===== src/rtl/color_fade_pkg.sv =====
// Shared types for the colour fade driver: colour codes, fade FSM states and
// the colour-to-channel enable map.
package color_fade_pkg;

    typedef enum logic [1:0] {
        COLOR_OFF   = 2'h0,
        COLOR_BLUE  = 2'h1,
        COLOR_RED   = 2'h2,
        COLOR_WHITE = 2'h3
    } color_code_t;

    typedef enum logic [1:0] {
        STEADY    = 2'd0,
        FADE_DOWN = 2'd1,
        FADE_UP   = 2'd2
    } fade_state_t;

    typedef struct packed {
        logic r;
        logic g;
        logic b;
    } chan_en_t;

    function automatic chan_en_t color_to_en(input color_code_t code);
        chan_en_t en;
        en = '0;
        case (code)
            COLOR_BLUE:  en.b = 1'b1;
            COLOR_RED:   en.r = 1'b1;
            COLOR_WHITE: en = '{r: 1'b1, g: 1'b1, b: 1'b1};
            default:     en = '0;
        endcase
        return en;
    endfunction

endpackage


===== src/rtl/color_fade_if.sv =====
// Colour code in, PWM LED drives and fade status out.
interface color_fade_if;
    logic [1:0] color_in;
    logic       led_r;
    logic       led_g;
    logic       led_b;
    logic       fading;

    modport master (output color_in, input led_r, led_g, led_b, fading);
    modport slave  (input color_in, output led_r, led_g, led_b, fading);
endinterface


===== src/rtl/color_fade_channel.sv =====
// One PWM channel: owns its duty level and registered LED drive.
// COLOR_FADE_RAMP_EN selects single-step ramping instead of direct level loads.
module color_fade_channel #(
    parameter int PWM_WIDTH = 8
) (
    input  logic                 clk,
    input  logic                 rst_n,
    input  logic [PWM_WIDTH-1:0] pwm_cnt,
    input  logic                 en,
`ifdef COLOR_FADE_RAMP_EN
    input  logic                 step_up,
    input  logic                 step_down,
    output logic                 at_level,
    output logic                 at_zero,
`else
    input  logic                 load,
`endif
    output logic                 led
);

    localparam logic [PWM_WIDTH-1:0] FULL = {PWM_WIDTH{1'b1}};

    logic [PWM_WIDTH-1:0] duty_q, duty_d;
    logic [PWM_WIDTH-1:0] level;
    logic                 led_q, led_d;

    assign level = en ? FULL : '0;

    // Ramping saturates at 0 and at the mapped level, so duties never wrap.
    always_comb begin
        duty_d = duty_q;
`ifdef COLOR_FADE_RAMP_EN
        if (step_down && (duty_q != '0)) begin
            duty_d = duty_q - PWM_WIDTH'(1);
        end else if (step_up && (duty_q < level)) begin
            duty_d = duty_q + PWM_WIDTH'(1);
        end
`else
        if (load) begin
            duty_d = level;
        end
`endif
        led_d = (pwm_cnt < duty_q);
    end

    always_ff @(posedge clk or negedge rst_n) begin
        if (!rst_n) begin
            duty_q <= '0;
            led_q  <= 1'b0;
        end else begin
            duty_q <= duty_d;
            led_q  <= led_d;
        end
    end

`ifdef COLOR_FADE_RAMP_EN
    assign at_level = (duty_q == level);
    assign at_zero  = (duty_q == '0);
`endif

    assign led = led_q;

endmodule


===== src/rtl/color_fade_driver.sv =====
// Turns the colour FSM's code into three PWM LED drives, fading through black
// on every colour change when COLOR_FADE_RAMP_EN is defined.
module color_fade_driver
    import color_fade_pkg::*;
#(
    parameter int PWM_WIDTH = 8,
    parameter int STEP_DIV  = 4
) (
    input logic         clk,
    input logic         rst_n,
    color_fade_if.slave bus
);

    color_code_t          color_q, color_d;
    color_code_t          target_q, target_d;
    logic [PWM_WIDTH-1:0] pwm_cnt_q, pwm_cnt_d;
    chan_en_t             chan_en;

    always_comb begin
        color_d   = color_code_t'(bus.color_in);
        pwm_cnt_d = pwm_cnt_q + PWM_WIDTH'(1);
    end

    always_ff @(posedge clk or negedge rst_n) begin
        if (!rst_n) begin
            color_q   <= COLOR_OFF;
            target_q  <= COLOR_OFF;
            pwm_cnt_q <= '0;
        end else begin
            color_q   <= color_d;
            target_q  <= target_d;
            pwm_cnt_q <= pwm_cnt_d;
        end
    end

`ifdef COLOR_FADE_RAMP_EN
    localparam int PS_W = (STEP_DIV > 1) ? $clog2(STEP_DIV) : 1;
    localparam logic [PS_W-1:0] PS_LAST = PS_W'(STEP_DIV - 1);

    fade_state_t     state_q, state_d;
    logic [PS_W-1:0] presc_q, presc_d;
    logic            fading_q, fading_d;
    logic            tick, step_up, step_down;
    logic            all_zero, all_level;
    logic            at_level_r, at_level_g, at_level_b;
    logic            at_zero_r, at_zero_g, at_zero_b;

    assign chan_en = color_to_en(target_q);

    // Done conditions are checked before the tick; a redirect out of FADE_UP
    // suppresses that cycle's step so duties head down from where they are.
    always_comb begin
        state_d   = state_q;
        target_d  = target_q;
        step_up   = 1'b0;
        step_down = 1'b0;
        tick      = (presc_q == PS_LAST);
        all_zero  = at_zero_r & at_zero_g & at_zero_b;
        all_level = at_level_r & at_level_g & at_level_b;
        case (state_q)
            STEADY: begin
                if (color_q != target_q) begin
                    target_d = color_q;
                    state_d  = FADE_DOWN;
                end
            end
            FADE_DOWN: begin
                if (color_q != target_q) begin
                    target_d = color_q;
                end
                if (all_zero) begin
                    state_d = FADE_UP;
                end else begin
                    step_down = tick;
                end
            end
            FADE_UP: begin
                if (color_q != target_q) begin
                    target_d = color_q;
                    state_d  = FADE_DOWN;
                end else if (all_level) begin
                    state_d = STEADY;
                end else begin
                    step_up = tick;
                end
            end
            default: state_d = STEADY;
        endcase

        if ((state_d != state_q) || (state_d == STEADY) || tick) begin
            presc_d = '0;
        end else begin
            presc_d = presc_q + PS_W'(1);
        end
        fading_d = (state_d != STEADY);
    end

    always_ff @(posedge clk or negedge rst_n) begin
        if (!rst_n) begin
            state_q  <= STEADY;
            presc_q  <= '0;
            fading_q <= 1'b0;
        end else begin
            state_q  <= state_d;
            presc_q  <= presc_d;
            fading_q <= fading_d;
        end
    end

    assign bus.fading = fading_q;
`else
    logic load;

    // Without ramping, duties jump straight to the new colour's levels.
    always_comb begin
        target_d = color_q;
        load     = (color_q != target_q);
        chan_en  = color_to_en(color_q);
    end

    assign bus.fading = 1'b0;
`endif

    color_fade_channel #(.PWM_WIDTH(PWM_WIDTH)) u_ch_r (
        .clk      (clk),
        .rst_n    (rst_n),
        .pwm_cnt  (pwm_cnt_q),
        .en       (chan_en.r),
`ifdef COLOR_FADE_RAMP_EN
        .step_up  (step_up),
        .step_down(step_down),
        .at_level (at_level_r),
        .at_zero  (at_zero_r),
`else
        .load     (load),
`endif
        .led      (bus.led_r)
    );

    color_fade_channel #(.PWM_WIDTH(PWM_WIDTH)) u_ch_g (
        .clk      (clk),
        .rst_n    (rst_n),
        .pwm_cnt  (pwm_cnt_q),
        .en       (chan_en.g),
`ifdef COLOR_FADE_RAMP_EN
        .step_up  (step_up),
        .step_down(step_down),
        .at_level (at_level_g),
        .at_zero  (at_zero_g),
`else
        .load     (load),
`endif
        .led      (bus.led_g)
    );

    color_fade_channel #(.PWM_WIDTH(PWM_WIDTH)) u_ch_b (
        .clk      (clk),
        .rst_n    (rst_n),
        .pwm_cnt  (pwm_cnt_q),
        .en       (chan_en.b),
`ifdef COLOR_FADE_RAMP_EN
        .step_up  (step_up),
        .step_down(step_down),
        .at_level (at_level_b),
        .at_zero  (at_zero_b),
`else
        .load     (load),
`endif
        .led      (bus.led_b)
    );

endmodule


===== src/flat_wrapper.sv =====
// flat-port wrapper written by rule: the top's interface ports become plain ports
module color_fade_driver_flat import color_fade_pkg::*;
#(
    parameter int PWM_WIDTH = 8,
    parameter int STEP_DIV  = 4
)
  (clk, rst_n, bus_color_in, bus_led_r, bus_led_g, bus_led_b, bus_fading);
  color_fade_if bus_i ();
  input logic clk;
  input logic rst_n;
  input wire logic [$bits(bus_i.color_in)-1:0] bus_color_in;
  output wire logic [$bits(bus_i.led_r)-1:0] bus_led_r;
  output wire logic [$bits(bus_i.led_g)-1:0] bus_led_g;
  output wire logic [$bits(bus_i.led_b)-1:0] bus_led_b;
  output wire logic [$bits(bus_i.fading)-1:0] bus_fading;
  assign bus_i.color_in = bus_color_in;
  assign bus_led_r = bus_i.led_r;
  assign bus_led_g = bus_i.led_g;
  assign bus_led_b = bus_i.led_b;
  assign bus_fading = bus_i.fading;
  color_fade_driver #(.PWM_WIDTH(PWM_WIDTH), .STEP_DIV(STEP_DIV)) u_core (.clk(clk), .rst_n(rst_n), .bus(bus_i));
endmodule

===== config.mk =====
export PLATFORM = sky130hd
export DESIGN_NAME = color_fade_driver_flat
export DESIGN_NICKNAME = d
export VERILOG_FILES = /design/src/rtl/color_fade_pkg.sv /design/src/rtl/color_fade_if.sv /design/src/rtl/color_fade_channel.sv /design/src/rtl/color_fade_driver.sv /design/src/flat_wrapper.sv
export SDC_FILE = /design/constraint.sdc
export NUM_CORES = 1
export LEC_CHECK = 0
export ABC_AREA = 1
export CORE_MARGIN = 2
export CORE_UTILIZATION = 40
export DETAILED_ROUTE_END_ITERATION = 7
export SLEW_MARGIN = 20
export SYNTH_ARGS = -nofsm -noshare
export SYNTH_HDL_FRONTEND = slang
export SYNTH_SLANG_ARGS = --single-unit

===== constraint.sdc =====
create_clock -name clk -period 1.6 [get_ports clk]
set_clock_uncertainty 0.15 [all_clocks]
set_input_delay 0.32 -clock clk [delete_from_list [all_inputs] [get_ports clk]]
set_output_delay 0.32 -clock clk [all_outputs]
set_load 0.05 [all_outputs]

### After elaboration in Yosys (flattened, before gate mapping)

Index checks and enable logic that the tools add are counted.

| storage, ports and cells | value |
|---|---|
| register bits after elaboration | 39 |
| input port bits | 4 |

| cells by class | value |
|---|---|
| add/sub/neg operators | 1 |
| reductions and logical operators | 2 |
| muxes and demuxes | 6 |
| eq/ne operators | 4 |
| order comparisons | 3 |

Operators with widths:

| operator | number |
|---|---|
| less-than comparator 8 bit | 3 |
| 2-to-1 mux 8 bit | 3 |
| adder 8 x 1 -> 8 bit, second input constant | 1 |
| == test 2 bit, second input constant | 2 |
| OR reduction 2 bit | 2 |
| 2-to-1 mux 1 bit | 3 |
| == test 2 x 1 -> 1 bit, second input constant | 1 |
| != test 2 bit | 1 |

### Logic depth before layout (Yosys ltp)

Gate-level depths: netlist of run 1.

| depth | value |
|---|---|
| word-level depth | 4 |
| gate-level depth with buffers | 7 |
| depth with buffers taken out | 7 |

### Modules after synthesis

From an unflattened synthesis of run 1, not the netlist that was laid out.

| second synthesis, totals | value |
|---|---|
| cells, all modules | 136 |
| area total of the unflattened synthesis | 1,158.6 µm² |

Modules (own cells, without submodules):

| module | seq. area each (µm²) | area an instance (µm²) | cells each | times used |
|---|---|---|---|---|
| color_fade_driver | 300.3 | 483.0 | 49 | 1 |
| color_fade_channel at u_core.u_ch_b ... | 50.0 | 224.0 | 29 | 2 |
| color_fade_channel at u_core.u_ch_r | 50.0 | 227.7 | 29 | 1 |

### Least setup slack after synthesis of run 1

Ideal clock, no wire load.

| timing | value |
|---|---|
| path kind | register to register |
| from | reg u_core.u_ch_g.duty_q[6] |
| to | reg u_core.u_ch_g.led_q (netlist: u_core.u_ch_g.led) |
| setup slack | 282 ps |
| arrival | 1,091 ps |
| path buffers | 0 |
| stages on the path, launching flop included | 6 |
| setup time | 77 ps |
| path through | dfrtp_1 -> inv_1 -> ha_1 -> a21oi_1 -> o21ai_0 -> a21oi_1 |

| on the way | value |
|---|---|
| cells in the longest elaborated chain, start to end | 1 |

Ends and longest elaborated chain:

| item | RTL line | RTL |
|---|---|---|
| from (decl) | color_fade_channel.sv:23 | `logic [PWM_WIDTH-1:0] duty_q, duty_d;` |
| from (signal assigned) | color_fade_channel.sv:51 | `duty_q <= duty_d;` |
| less-than comparator 8 bit | color_fade_channel.sv:43 | `led_d = (pwm_cnt < duty_q);` |
| named net u_core.u_ch_g.led_d | color_fade_channel.sv:25 | `logic led_q, led_d;` |
| to (signal assigned) | color_fade_channel.sv:52 | `led_q <= led_d;` |
| to (decl) | color_fade_channel.sv:25 |  |

The timed path passes the listed nets, and every way through them passes these cells.
A chain may end at the register's enable or synchronous reset.

### Final worst setup path of run 1

Ends and elaborated chain as after synthesis.

==> results of run 1 <==
-- power breakdown --
group | internal, mW | switching (mW) | leakage (nW) | total (mW)
registers | 0.481 | 0.0200 | 0.212 | 0.501
clock network | 0.139 | 0.138 | 0.0210 | 0.276
logic | 0.113 | 0.156 | 0.416 | 0.270
total | 0.733 | 0.314 | 0.649 | 1.05
-- flip-flops by register name, indices dropped and copies added (netlist names) --
register and flops:
u_core.u_ch_b.led 1, u_core.u_ch_r.duty_q 1, u_core.u_ch_g.led 1, u_core.u_ch_g.duty_q 1
u_core.u_ch_b.duty_q 1, u_core.pwm_cnt_q 8, u_core.color_q 2, u_core.u_ch_r.led 1
u_core.target_q 2
-- cells by family (layout without fill, tap and decap cells) --
kind of cell	Yosys count	count (layout)	synth area share (%)
flops	18	18	41.0
buf+inv	11	21	4.10
simple gates	38	38	15.0
compound gates	18	18	8.19
xor+xnor	8	8	6.37
fa+ha+maj	22	22	25.0
other cells	1	1	0.341
-- cells in the mapped netlist, drive strengths merged --
cell | instances | share of area (%)
nand2 | 29 | 9.9
ha | 22 | 25
dfrtp | 18 | 41
a21oi | 12 | 5.5
inv | 10 | 3.4
o21ai | 6 | 2.7
nor2 | 5 | 2.4
xnor2 | 5 | 4.0
nand3 | 4 | 2.7
xor2 | 3 | 2.4
buf | 1 | 0.68
conb | 1 | 0.34
-- worst max-delay path, stage by stage (launching register included) --
cell and delay, ps:
dfrtp_1 400, inv_2 140, ha_1 260, a21oi_1 150, o21ai_0 110, a21oi_1 130
-- final cells by class --
type | count | area share, %
Multi-Input combinational cell | 87 | 47.8
Inverter | 10 | 2.97
Sequential cell | 18 | 35.6
Clock buffer | 4 | 2.87
Timing Repair Buffer | 7 | 7.72
Tap cell | 31 | 3.07
-- final timing paths --
path,slack [ps],start,depth (start not counted),end
setup / recovery,190,u_core.u_ch_g.duty_q[6]$_DFFE_PN0P_,5,u_core.u_ch_g.led$_DFF_PN0_
hold / removal,200,rst_n,2,u_core.u_ch_b.led$_DFF_PN0_
setup reg to reg,190,u_core.u_ch_g.duty_q[6]$_DFFE_PN0P_,5,u_core.u_ch_g.led$_DFF_PN0_
hold reg to reg,300,u_core.color_q[0]$_DFF_PN0_,0,u_core.target_q[0]$_DFF_PN0_
max in group asynchronous,900,rst_n,2,u_core.u_ch_b.duty_q[6]$_DFFE_PN0P_
min in group clk,300,u_core.color_q[0]$_DFF_PN0_,0,u_core.target_q[0]$_DFF_PN0_
-- repair_timing --
item / 4_1_cts / 5_1_grt
endpoints found under the hold margin: 0 / 0
gates resized for setup: 0 / 3
endpoints found under the setup margin: 0 / 3
hold buffers: 0 / 0
-- cell usage in the layout (no fill, tap or decap), drive strengths merged --
cell,n
nand3,4
nor2,5
dfrtp,18
xor2,3
ha,22
conb,1
nand2,29
a21oi,12
buf,4
xnor2,5
o21ai,6
clkdlybuf4s50,3
inv,10
clkbuf,4
-- per-layer routing --
layer | part of all wire, % | wire (um) | vias to the layer above | GRT usage, %
met3 | 3.1 | 58 | 2 | 4.15
met4 | 0.74 | 14 | 0 | 3.06
met2 | 53 | 1010 | 10 | 25.1
met5 | 0 | 0 | - | 0
li1 | - | - | 404 | -
met1 | 43 | 817 | 362 | 16.5
-- metrics by stage --
step | area, sq um | hold slack, ps | total power, mW
floorplan | 1100 | -126 | 0.670
global placement | 1230 | 292 | 0.764
detailed placement | 1230 | 289 | 0.781
CTS | 1260 | 201 | 1.07
global route | 1260 | 214 | 1.12
finish | 1260 | 202 | 1.05
==> reports/summary.txt, run 1 <==
================================================================================
Run status                                                             completed
Average cell area after synthesis                                     9.48 sq um
Fraction of the core area covered by cells at the end of the flow          47.1%
Count of antenna diodes in the layout                                          0
Worst-case clock buffer depth                                                  2
Cell area power density                                              828 nW/um^2
Number of nets in the synthesized netlist                                    142
Total congestion overflow                                                      0
Last weighted congestion value of the routability-driven placer            0.733
Final Net Count                                                              153
Std-Cell Rows                                                                 19
Syn Inst Count                                                               116
Iteration-0 DRC Markers                                                       22
Largest net degree at the start of global routing                             19
Yosys Warn Count                                                               0
Number of hold violations in the final report                                  0
Per-cell via count in the routed design                                     4.96
Leakage power of the design                                             0.649 nW
Critical Setup Path Class                                             reg -> reg
Fin cells                                                                    157
Clock slew at reported path FFs                                           100 ps
HPWL after detailed placement                                            1.51 mm
Wire length of the first global-routing pass                             3.56 mm
Detailed-route wire length per cell                                      12.1 um
DR pass1 iterations                                                            2
Die extent in x                                                          56.4 um
Number of different library cells in the post-synthesis netlist               15
Critical path startpoint category                                       register
Data required time at the worst endpoint                                 1670 ps
Worst path arrival time                                                  1480 ps
MaxCap Viol Count                                                              0
Wire length after detailed routing                                       1.90 mm
Number of buffers created by CTS                                               3
Highest attainable clock frequency                                       711 MHz
Num ports                                                                      8
Number of DRC violations after detailed routing                                0
Number of antenna violations at the first check in global routing              0
Pre-CTS WS                                                                104 ps
Worst-Skew Late Latency                                                   290 ps
Number of global-route vias before repair                                    843
Sort of element at the end of the critical path                         register
Number of buffers inserted by port buffering                                   6
Post-route antenna net violation count                                         0
Initial cell density of the core                                           40.9%
Fraction of final layout cells with drive strength greater than 1          11.9%
Layout area overhead                                                       15.0%
Cell chosen for the clock root                                          clkbuf_4
Chip Height                                                              56.4 um
Total number of vias                                                         778
Maximum level of the CTS H-tree                                                1
Clock tree from TritonCTS                                                    yes
Total placed cells including tap cells                                       153
Multi-input gate area in the final layout                              604 sq um
Fraction of the cycle the final worst path needs                           87.9%
Tmin final                                                               1410 ps
Class of the tightest hold or removal check                          in -> async
Max-slew violation count                                                       0
Number of flip-flops and latches in the synthesized netlist                   18
Critical path peak fanout                                                      8
TNS Setup                                                                   0 ps
Combined global-route utilization of all metal layers                      14.0%
Buffer count from post-CTS setup fixing                                        0
Netlist area before placement                                         1100 sq um
Register area share after synthesis                                        41.0%
Unrepaired setup endpoints after global routing                            false
Core box area                                                         2690 sq um
Maximum resistive drop on vdd                                         0.000533 V
Setup violation total in the final timing report                               0
# fillers                                                                    253
Clock net sink count                                                          18
Die Area                                                              3180 sq um
Final setup margin                                                        193 ps
Combined flip-flop and latch cell area                                 450 sq um
================================================================================
(Power assumes the default switching activity.)
==> run 2, diff against run 1 <==
CAP_MARGIN = 0   (was default)
==> results of run 2 <==
Final layout, timing and power as in run 1 (identical DEF).
